**src/rtl/ex_pkg.sv**
```systemverilog
// Shared definitions for the RV32IM execute stage: operation codes, multiply/divide
// FSM state encoding and iteration constants.
package ex_pkg;

    localparam int          MD_ITER   = 32;
    localparam logic [31:0] DIV0_QUOT = 32'hFFFF_FFFF;

    // M ops live in 6'h20-6'h27 so that op[5:3] identifies them and op[2:0] is the unit's function.
    typedef enum logic [5:0] {
        OP_ADD    = 6'h00,
        OP_SUB    = 6'h01,
        OP_SLL    = 6'h02,
        OP_SLT    = 6'h03,
        OP_SLTU   = 6'h04,
        OP_XOR    = 6'h05,
        OP_SRL    = 6'h06,
        OP_SRA    = 6'h07,
        OP_OR     = 6'h08,
        OP_AND    = 6'h09,
        OP_LUI    = 6'h0a,
        OP_AUIPC  = 6'h0b,
        OP_JAL    = 6'h0c,
        OP_JALR   = 6'h0d,
        OP_BEQ    = 6'h10,
        OP_BNE    = 6'h11,
        OP_BLT    = 6'h12,
        OP_BGE    = 6'h13,
        OP_BLTU   = 6'h14,
        OP_BGEU   = 6'h15,
        OP_MUL    = 6'h20,
        OP_MULH   = 6'h21,
        OP_MULHSU = 6'h22,
        OP_MULHU  = 6'h23,
        OP_DIV    = 6'h24,
        OP_DIVU   = 6'h25,
        OP_REM    = 6'h26,
        OP_REMU   = 6'h27
    } ex_op_e;

    typedef logic [1:0] md_state_t;

    localparam md_state_t MD_IDLE = 2'd0;
    localparam md_state_t MD_BUSY = 2'd1;
    localparam md_state_t MD_DONE = 2'd2;

    function automatic logic is_m_op(input logic [5:0] op);
        return op[5:3] == 3'b100;
    endfunction

    function automatic logic is_branch_op(input logic [5:0] op);
        return (op >= 6'h10) && (op <= 6'h15);
    endfunction

endpackage

```
**src/rtl/muldiv_iter.sv**
```systemverilog
// Iterative RV32M unit: shift-add multiply and restoring divide on operand magnitudes,
// with the sign applied to the finished 64-bit accumulator.
module muldiv_iter
    import ex_pkg::*;
#(
    parameter int XLEN = 32,
    parameter int ITER = MD_ITER
) (
    input  logic            clk,
    input  logic            rst,
    input  logic            rdy,
    input  logic            flush,
    input  logic            start,
    input  logic [2:0]      func,
    input  logic [XLEN-1:0] a,
    input  logic [XLEN-1:0] b,
    output logic            busy,
    output logic            done,
    output logic [XLEN-1:0] result
);

    localparam int CW = $clog2(ITER);

    md_state_t         state;
    logic [CW-1:0]     count;
    logic [2*XLEN-1:0] acc;
    logic [XLEN-1:0]   mcand;
    logic [2:0]        func_q;
    logic              neg_main;
    logic              neg_rem;

    logic            is_div;
    logic            sign_a;
    logic            sign_b;
    logic            a_neg;
    logic            b_neg;
    logic [XLEN-1:0] mag_a;
    logic [XLEN-1:0] mag_b;
    logic            div_zero;
    logic            div_ovf;

    always_comb begin
        sign_a = 1'b0;
        sign_b = 1'b0;
        case (func)
            3'd0, 3'd1, 3'd4, 3'd6: begin
                sign_a = 1'b1;
                sign_b = 1'b1;
            end
            3'd2:    sign_a = 1'b1;
            default: ;
        endcase
    end

    assign is_div   = func[2];
    assign a_neg    = sign_a & a[XLEN-1];
    assign b_neg    = sign_b & b[XLEN-1];
    assign mag_a    = a_neg ? -a : a;
    assign mag_b    = b_neg ? -b : b;
    assign div_zero = is_div & (b == '0);
    assign div_ovf  = is_div & ~func[0] & (a == {1'b1, {(XLEN-1){1'b0}}}) & (b == '1);

    // One iteration of either algorithm; the high half of acc is the partial product or remainder.
    logic [XLEN:0]     add_sum;
    logic [2*XLEN-1:0] mul_step;
    logic [XLEN:0]     rem_shift;
    logic [XLEN:0]     rem_diff;
    logic [2*XLEN-1:0] div_step;
    logic [2*XLEN-1:0] step;

    assign add_sum   = {1'b0, acc[2*XLEN-1:XLEN]} + {1'b0, mcand};
    assign mul_step  = acc[0] ? {add_sum, acc[XLEN-1:1]}
                              : {1'b0, acc[2*XLEN-1:XLEN], acc[XLEN-1:1]};
    assign rem_shift = acc[2*XLEN-1:XLEN-1];
    assign rem_diff  = rem_shift - {1'b0, mcand};
    assign div_step  = rem_diff[XLEN] ? {rem_shift[XLEN-1:0], acc[XLEN-2:0], 1'b0}
                                      : {rem_diff[XLEN-1:0], acc[XLEN-2:0], 1'b1};
    assign step      = func_q[2] ? div_step : mul_step;

    logic [2*XLEN-1:0] prod;
    logic [XLEN-1:0]   quot;
    logic [XLEN-1:0]   rem;

    assign prod = neg_main ? -acc : acc;
    assign quot = neg_main ? -acc[XLEN-1:0] : acc[XLEN-1:0];
    assign rem  = neg_rem ? -acc[2*XLEN-1:XLEN] : acc[2*XLEN-1:XLEN];

    always_comb begin
        result = '0;
        case (func_q)
            3'd0:             result = prod[XLEN-1:0];
            3'd1, 3'd2, 3'd3: result = prod[2*XLEN-1:XLEN];
            3'd4, 3'd5:       result = quot;
            default:          result = rem;
        endcase
    end

    // Special-case divides preload a finished accumulator and skip straight to DONE.
    always_ff @(posedge clk or posedge rst) begin
        if (rst) begin
            state    <= MD_IDLE;
            count    <= '0;
            acc      <= '0;
            mcand    <= '0;
            func_q   <= '0;
            neg_main <= 1'b0;
            neg_rem  <= 1'b0;
        end else if (rdy) begin
            case (state)
                MD_IDLE: begin
                    if (start) begin
                        func_q <= func;
                        count  <= '0;
                        if (div_zero || div_ovf) begin
                            acc      <= div_zero ? {a, DIV0_QUOT}
                                                 : {{XLEN{1'b0}}, 1'b1, {(XLEN-1){1'b0}}};
                            mcand    <= '0;
                            neg_main <= 1'b0;
                            neg_rem  <= 1'b0;
                            state    <= MD_DONE;
                        end else begin
                            acc      <= {{XLEN{1'b0}}, is_div ? mag_a : mag_b};
                            mcand    <= is_div ? mag_b : mag_a;
                            neg_main <= a_neg ^ b_neg;
                            neg_rem  <= a_neg;
                            state    <= MD_BUSY;
                        end
                    end
                end
                MD_BUSY: begin
                    if (flush) begin
                        count <= '0;
                        state <= MD_IDLE;
                    end else begin
                        acc <= step;
                        if (count == CW'(ITER - 1)) begin
                            count <= '0;
                            state <= MD_DONE;
                        end else begin
                            count <= count + 1'b1;
                        end
                    end
                end
                MD_DONE: state <= MD_IDLE;
                default: state <= MD_IDLE;
            endcase
        end
    end

    assign busy = (state == MD_BUSY);
    assign done = (state == MD_DONE);

endmodule

```
**src/rtl/ex_stage.sv**
```systemverilog
// Execute stage of the RV32IM pipeline: single-cycle ALU and branch resolution, an iterative
// multiply/divide unit that stalls the front end, and the EX/MEM pipeline register.
module ex_stage
    import ex_pkg::*;
#(
    parameter int XLEN    = 32,
    parameter int MD_ITER = ex_pkg::MD_ITER
) (
    input  logic            clk,
    input  logic            rst,
    input  logic            rdy,
    input  logic            flush,
    input  logic            ex_valid,
    input  logic [5:0]      ex_op,
    input  logic            ex_use_imm,
    input  logic [XLEN-1:0] ex_pc,
    input  logic [XLEN-1:0] ex_rs1,
    input  logic [XLEN-1:0] ex_rs2,
    input  logic [XLEN-1:0] ex_imm,
    input  logic [4:0]      ex_rd,
    input  logic            ex_rd_enable,
    output logic            stall_req,
    output logic            branch_taken,
    output logic [XLEN-1:0] branch_target,
    output logic            mem_valid,
    output logic [XLEN-1:0] mem_result,
    output logic [4:0]      mem_rd,
    output logic            mem_rd_enable
);

    logic [XLEN-1:0] op_b;
    logic [4:0]      shamt;
    logic [XLEN-1:0] alu_result;
    logic            br_cond;
    logic            is_m;
    logic            is_br;
    logic            is_jump;
    logic            fire;
    logic [XLEN-1:0] jalr_sum;
    logic [XLEN-1:0] result;

    logic            md_start;
    logic            md_busy;
    logic            md_done;
    logic [XLEN-1:0] md_result;

    assign op_b    = ex_use_imm ? ex_imm : ex_rs2;
    assign shamt   = op_b[4:0];
    assign is_m    = is_m_op(ex_op);
    assign is_br   = is_branch_op(ex_op);
    assign is_jump = (ex_op == OP_JAL) || (ex_op == OP_JALR);

    always_comb begin
        alu_result = '0;
        case (ex_op)
            OP_ADD:           alu_result = ex_rs1 + op_b;
            OP_SUB:           alu_result = ex_rs1 - op_b;
            OP_SLL:           alu_result = ex_rs1 << shamt;
            OP_SLT:           alu_result = {{(XLEN-1){1'b0}}, $signed(ex_rs1) < $signed(op_b)};
            OP_SLTU:          alu_result = {{(XLEN-1){1'b0}}, ex_rs1 < op_b};
            OP_XOR:           alu_result = ex_rs1 ^ op_b;
            OP_SRL:           alu_result = ex_rs1 >> shamt;
            OP_SRA:           alu_result = $signed(ex_rs1) >>> shamt;
            OP_OR:            alu_result = ex_rs1 | op_b;
            OP_AND:           alu_result = ex_rs1 & op_b;
            OP_LUI:           alu_result = ex_imm;
            OP_AUIPC:         alu_result = ex_pc + ex_imm;
            OP_JAL, OP_JALR:  alu_result = ex_pc + XLEN'(4);
            default:          ;
        endcase
    end

    always_comb begin
        br_cond = 1'b0;
        case (ex_op)
            OP_BEQ:  br_cond = ex_rs1 == ex_rs2;
            OP_BNE:  br_cond = ex_rs1 != ex_rs2;
            OP_BLT:  br_cond = $signed(ex_rs1) < $signed(ex_rs2);
            OP_BGE:  br_cond = $signed(ex_rs1) >= $signed(ex_rs2);
            OP_BLTU: br_cond = ex_rs1 < ex_rs2;
            OP_BGEU: br_cond = ex_rs1 >= ex_rs2;
            default: ;
        endcase
    end

    // The front end holds while an M op is in flight; the DONE cycle releases it.
    assign md_start  = ex_valid & is_m & ~flush;
    assign stall_req = ex_valid & is_m & ~flush & (md_busy | ~md_done);
    assign fire      = ex_valid & ~flush & ~stall_req;

    assign jalr_sum      = ex_rs1 + ex_imm;
    assign branch_target = (ex_op == OP_JALR) ? {jalr_sum[XLEN-1:1], 1'b0} : ex_pc + ex_imm;
    assign branch_taken  = fire & (is_jump | (is_br & br_cond));

    assign result = is_m ? md_result : alu_result;

    muldiv_iter #(
        .XLEN (XLEN),
        .ITER (MD_ITER)
    ) u_muldiv (
        .clk    (clk),
        .rst    (rst),
        .rdy    (rdy),
        .flush  (flush),
        .start  (md_start),
        .func   (ex_op[2:0]),
        .a      (ex_rs1),
        .b      (op_b),
        .busy   (md_busy),
        .done   (md_done),
        .result (md_result)
    );

    // Every enabled edge loads the boundary; a stalled or flushed cycle becomes a bubble.
    always_ff @(posedge clk or posedge rst) begin
        if (rst) begin
            mem_valid     <= 1'b0;
            mem_result    <= '0;
            mem_rd        <= '0;
            mem_rd_enable <= 1'b0;
        end else if (rdy) begin
            mem_valid     <= fire;
            mem_result    <= result;
            mem_rd        <= ex_rd;
            mem_rd_enable <= fire & ex_rd_enable & ~is_br;
        end
    end

endmodule

```
**config.mk**
```make
export PLATFORM = sky130hd
export DESIGN_NAME = ex_stage
export DESIGN_NICKNAME = d
export VERILOG_FILES = /design/src/rtl/ex_pkg.sv /design/src/rtl/muldiv_iter.sv /design/src/rtl/ex_stage.sv
export SDC_FILE = /design/constraint.sdc
export NUM_CORES = 2
export LEC_CHECK = 0
export CELL_PAD_IN_SITES_DETAIL_PLACEMENT = 0
export CELL_PAD_IN_SITES_GLOBAL_PLACEMENT = 1
export CORE_AREA = 4 4 354 182
export DETAILED_ROUTE_END_ITERATION = 8
export DIE_AREA = 0 0 358 186
export PLACE_DENSITY = 0.89
export SLEW_MARGIN = 0
export SYNTH_ARGS = -nofsm -noshare
export SYNTH_HDL_FRONTEND = slang
export SYNTH_SLANG_ARGS = --single-unit
```
**constraint.sdc**
```tcl
create_clock -name clk -period 10.1 [get_ports clk]
set_clock_uncertainty 0.05 [all_clocks]
set_input_delay 2.02 -clock clk [delete_from_list [all_inputs] [get_ports clk]]
set_output_delay 2.02 -clock clk [all_outputs]
set_load 0.005 [all_outputs]
```
==> metrics.txt <==
# TYPE chip_impl_metric gauge
chip_impl_metric{name="fmax",unit="GHz"} 0.110
chip_impl_info{name="cp_cell_sequence",value="clkdlybuf4s50_1 > inv_1 > fa_1 > nor2b_1 > o21bai_1 > a31oi_1 > a211oi_1 > o31ai_1 > o211ai_1 > a21oi_1 > nor2_1 > o21ai_0 > xnor2_1 > a21oi_1 > clkdlybuf4s50_1"} 1
chip_impl_metric{name="worst_skew_pair.late_latency",unit="ns"} 0.51
chip_impl_metric{name="report.final.slew_viol_count",unit=""} 3
chip_impl_info{name="failed_checks",value="capacitance limit, slew limit"} 1
chip_impl_metric{name="fin_crit_sh",unit=""} 0.903
chip_impl_metric{name="synth.avg_cell_area",unit="sq um"} 6.88
chip_impl_metric{name="setup_tns",unit="ns"} 0
chip_impl_metric{name="worst_hold_path.num_cells",unit=""} 1
chip_impl_metric{name="std_cell_rows",unit=""} 64
chip_impl_metric{name="grt_max_degree",unit=""} 127
chip_impl_metric{name="numClockSinks",unit=""} 147
chip_impl_metric{name="cts.hold.buffers_added",unit=""} 0
chip_impl_info{name="r2r-end",value="u_muldiv.acc[43]"} 1
chip_impl_metric{name="syn-cell-area",unit="sq um"} 29100
chip_impl_metric{name="stdcell_area",unit="sq um"} 32700
chip_impl_metric{name="boundaryPins",unit=""} 219
chip_impl_metric{name="timing.critical_path.depth",unit=""} 15
chip_impl_metric{name="power.ir.vdd_worst",unit="mV"} 0.237
chip_impl_info{name="synth_ff_type",value="dfrtp_1"} 1
chip_impl_metric{name="fillers",unit=""} 6109
chip_impl_metric{name="drt_iter0_markers",unit=""} 5298
chip_impl_metric{name="global_route.usage.total",unit=""} 0.441
chip_impl_info{name="clock_tree_from_tritoncts",value="yes"} 1
chip_impl_metric{name="timing.final.hold_violations",unit=""} 0
chip_impl_info{name="worstReg2RegStart",value="u_muldiv.acc[31]"} 1
chip_impl_metric{name="area.sequential",unit="sq um"} 3680
chip_impl_metric{name="finalSetupViolCount",unit=""} 0
chip_impl_info{name="hold_path.class",value="reg2reg"} 1
chip_impl_metric{name="worstPathBufferInverterCount",unit=""} 3
chip_impl_metric{name="clockBufferDepth",unit=""} 2
chip_impl_metric{name="synth.yosys.warnings",unit=""} 0
chip_impl_metric{name="first_global_vias",unit=""} 32000
chip_impl_metric{name="synthesis.instances",unit=""} 4226
chip_impl_metric{name="floorplan.die_area",unit="sq um"} 66600
chip_impl_metric{name="synth-edff-count",unit=""} 0
chip_impl_metric{name="drc",unit=""} 0
chip_impl_metric{name="route.detailed.wl_per_inst",unit="um"} 29.7
chip_impl_metric{name="dpl-instance-area",unit="sq um"} 32100
chip_impl_info{name="min_to",value="mem_rd[1]"} 1
chip_impl_metric{name="cts_resized",unit=""} 0
chip_impl_metric{name="initial_utilization",unit=""} 0.478
chip_impl_metric{name="drv.max_cap_violation_count",unit=""} 1
chip_impl_metric{name="period_needed",unit="ns"} 9.12
chip_impl_metric{name="post_cts_repair_setup_buffers",unit=""} 0
chip_impl_metric{name="required",unit="ns"} 8.03
chip_impl_metric{name="rrSetupSlack",unit="ns"} 4.40
chip_impl_info{name="criticalPathCategory",value="in2out"} 1
chip_impl_metric{name="detail_route.wirelength",unit="um"} 152000
chip_impl_metric{name="timing.critical_path.slowest_cell_delay",unit="ns"} 0.82
chip_impl_metric{name="postSynthRegisterBits",unit=""} 147
chip_impl_metric{name="final_core_utilization",unit=""} 0.537
chip_impl_info{name="worst_hold_startpoint",value="mem_rd[1]"} 1
chip_impl_metric{name="tritoncts.num_buffers",unit=""} 17
chip_impl_metric{name="detail_route.first_pass.iterations",unit=""} 6
chip_impl_info{name="setup.worst_path.start_class",value="input port"} 1
chip_impl_metric{name="fp.coreArea",unit="sq um"} 60900
chip_impl_metric{name="route.vias.total",unit=""} 35500
chip_impl_metric{name="final_layout_size_suffix_gt1_frac",unit=""} 0.0545
chip_impl_info{name="run_status",value="complete, but fails checks"} 1
chip_impl_metric{name="grt_first_pass_wirelength",unit="um"} 218000
chip_impl_metric{name="total_congestion_overflow",unit=""} 0
chip_impl_metric{name="synth_nets",unit=""} 4640
chip_impl_metric{name="port_buffers",unit=""} 218
chip_impl_metric{name="relSlewSlack",unit=""} -0.0348
chip_impl_metric{name="routabilityCongestion",unit=""} 1.07
chip_impl_info{name="timing.critical_path.max_delay_family",value="compound AO/OA/AOI/OAI gates"} 1
chip_impl_metric{name="die_h",unit="um"} 186
chip_impl_info{name="clk_root_buffer_cell",value="clkbuf_16"} 1
chip_impl_info{name="critPathCaptureType",value="output pin"} 1
chip_impl_metric{name="cp.arrival",unit="ns"} 7.05
chip_impl_metric{name="p_per_cell_area",unit="nW/um^2"} 218
chip_impl_metric{name="cellLeakagePower",unit="nW"} 13.6
chip_impl_metric{name="critical_path_peak_fanout",unit=""} 10
chip_impl_metric{name="cts-htree-levels",unit=""} 4
chip_impl_metric{name="detailedPlacementHpwl",unit="um"} 119000
chip_impl_metric{name="synthDistinctLibCells",unit=""} 81
chip_impl_metric{name="path_clk_slew",unit="ns"} 0.07
chip_impl_metric{name="postSynth.asyncResetShare",unit=""} 1.00
chip_impl_metric{name="synth-seq-area-share",unit=""} 0.126
chip_impl_metric{name="finish.net_count",unit=""} 4696
chip_impl_info{name="rsz0062_at_grt",value="no"} 1
chip_impl_info{name="critPathSlowestCell",value="clkdlybuf4s50_1"} 1
chip_impl_metric{name="area_growth",unit="%"} 12.4
chip_impl_metric{name="antenna_found_initial",unit=""} 7
chip_impl_metric{name="antenna_violating_nets_post_route",unit=""} 0
chip_impl_metric{name="fin_worst_hold_slack",unit="ns"} 0.464
chip_impl_metric{name="tightest_slew",unit="ns"} 1.54
chip_impl_metric{name="viasPerCell",unit=""} 6.93
chip_impl_metric{name="timing.reg2reg.worst_path_depth",unit=""} 15
chip_impl_metric{name="die_width",unit="um"} 358
chip_impl_metric{name="multi_input_comb_area",unit="sq um"} 23600
metrics by stage:
stage / std cells / worst slack (ns) / power, mW
after floorplan: 4226 / 3.22 / 4.62
after global placement: 5088 / 1.17 / 6.05
after detailed placement: 5088 / 1.12 / 6.12
after CTS: 5120 / 1.09 / 6.89
after global routing: 5120 / 0.743 / 7.57
final: 5121 / 0.976 / 7.12
cell families after synthesis:
| group | count (synthesis) | synth area share |
|---|---|---|
| buffers and inverters | 494 | 0.0646 |
| XOR/XNOR | 274 | 0.0825 |
| AO/OA/AOI/OAI | 1499 | 0.329 |
| adder cells (fa/ha/maj) | 268 | 0.117 |
| multiplexers | 164 | 0.0633 |
| flip-flops | 147 | 0.126 |
| AND/OR/NAND/NOR | 1380 | 0.217 |
worst register-to-register path: stages (launching register included):
cell,delay (ns)
dfrtp_1,0.33
buf_4,0.17
inv_1,0.17
ha_1,0.26
fa_1,0.43
nand2b_1,0.20
a21oi_1,0.36
o2111ai_1,0.31
a2111oi_0,1.05
nand2_1,0.24
a31o_2,0.33
a211oi_4,0.18
buf_4,0.54
mux2i_1,0.20
a211oi_1,0.62
a221o_1,0.21
registers in the layout (all words and copies together), names as in the netlist:
register and cells:
u_muldiv.acc 64, mem_result 32, u_muldiv.mcand 32, mem_rd 5
u_muldiv.count 5, u_muldiv.func_q 3, u_muldiv.state 2, mem_rd_enable 1
mem_valid 1, u_muldiv.neg_main 1, u_muldiv.neg_rem 1
worst max-delay path by stage:
stage / startpoint / endpoint / slack, ns
finish: ex_rs1[1] / branch_target[30] / 0.98
detailed placement: ex_rs1[1] / branch_target[30] / 1.12
CTS: ex_rs1[1] / branch_target[30] / 1.09
global placement: ex_rs1[1] / branch_target[30] / 1.17
global route: ex_rs1[1] / branch_target[30] / 0.74
floorplan: ex_use_imm / mem_result[18] / 3.22
per-layer routing:
layer | up-vias | routed length, um | track usage
met5 | - | 47 | 0
met4 | 8 | 3770 | 0.101
li1 | 15600 | - | -
met1 | 17000 | 63800 | 0.623
met2 | 2603 | 57700 | 0.596
met3 | 278 | 26800 | 0.213
layout make-up:
class | instances | share of cell area
antenna | 1 | 0.0000765
clock buffer | 17 | 0.0130
clock inverter | 15 | 0.00570
inverter | 212 | 0.0245
multi-input combinational | 3585 | 0.723
sequential | 147 | 0.113
tap | 825 | 0.0316
timing repair buffer | 319 | 0.0896
report_power, final:
part	leakage, nW	switching, mW	total (mW)	internal [mW]
combinational	11.5	3.20	5.15	1.95
sequential	1.79	0.426	1.24	0.809
clock	0.288	0.366	0.743	0.376
total	13.6	3.99	7.12	3.14
cells in the mapped netlist (14+ instances only):
| cell | number | share of area |
|---|---|---|
| nand3_1 | 119 | 0.020 |
| o21bai_1 | 41 | 0.011 |
| mux2i_1 | 130 | 0.045 |
| a21oi_1 | 393 | 0.068 |
| nand2b_1 | 36 | 0.0077 |
| mux2_2 | 20 | 0.0077 |
| buf_1 | 39 | 0.0050 |
| nor2_1 | 400 | 0.052 |
| o21ai_0 | 366 | 0.063 |
| nor4_1 | 43 | 0.0092 |
| mux4_2 | 14 | 0.011 |
| nand2_1 | 459 | 0.059 |
| nand4_1 | 41 | 0.0088 |
| clkbuf_1 | 235 | 0.030 |
| o221ai_1 | 21 | 0.0063 |
| o22ai_1 | 43 | 0.0092 |
| and3_1 | 29 | 0.0062 |
| nor3_1 | 87 | 0.015 |
| xor2_1 | 101 | 0.030 |
| o2111ai_1 | 17 | 0.0051 |
| or2_2 | 23 | 0.0049 |
| xnor2_1 | 173 | 0.052 |
| dfrtp_1 | 147 | 0.13 |
| or4_1 | 17 | 0.0044 |
| a221oi_1 | 48 | 0.014 |
| a22oi_1 | 21 | 0.0054 |
| a211oi_1 | 87 | 0.022 |
| nor2b_1 | 36 | 0.0077 |
| a21o_1 | 83 | 0.021 |
| and2_1 | 20 | 0.0043 |
| a221o_1 | 23 | 0.0079 |
| inv_1 | 207 | 0.027 |
| ha_1 | 262 | 0.11 |
| o211ai_1 | 71 | 0.018 |
| a31oi_1 | 64 | 0.014 |
| o31ai_1 | 57 | 0.015 |
| or3_1 | 41 | 0.0088 |
| o21a_1 | 39 | 0.010 |
cells in the final DEF (no fill, tap or decap), types with 128 or more instances in the layout:
master	count
a21oi_1	391
clkdlybuf4s50_1	215
dfrtp_1	145
ha_1	262
inv_1	206
mux2i_1	128
nand2_1	457
nor2_1	396
o21ai_0	366
xnor2_1	173
Power figures use the tool's default switching activity.
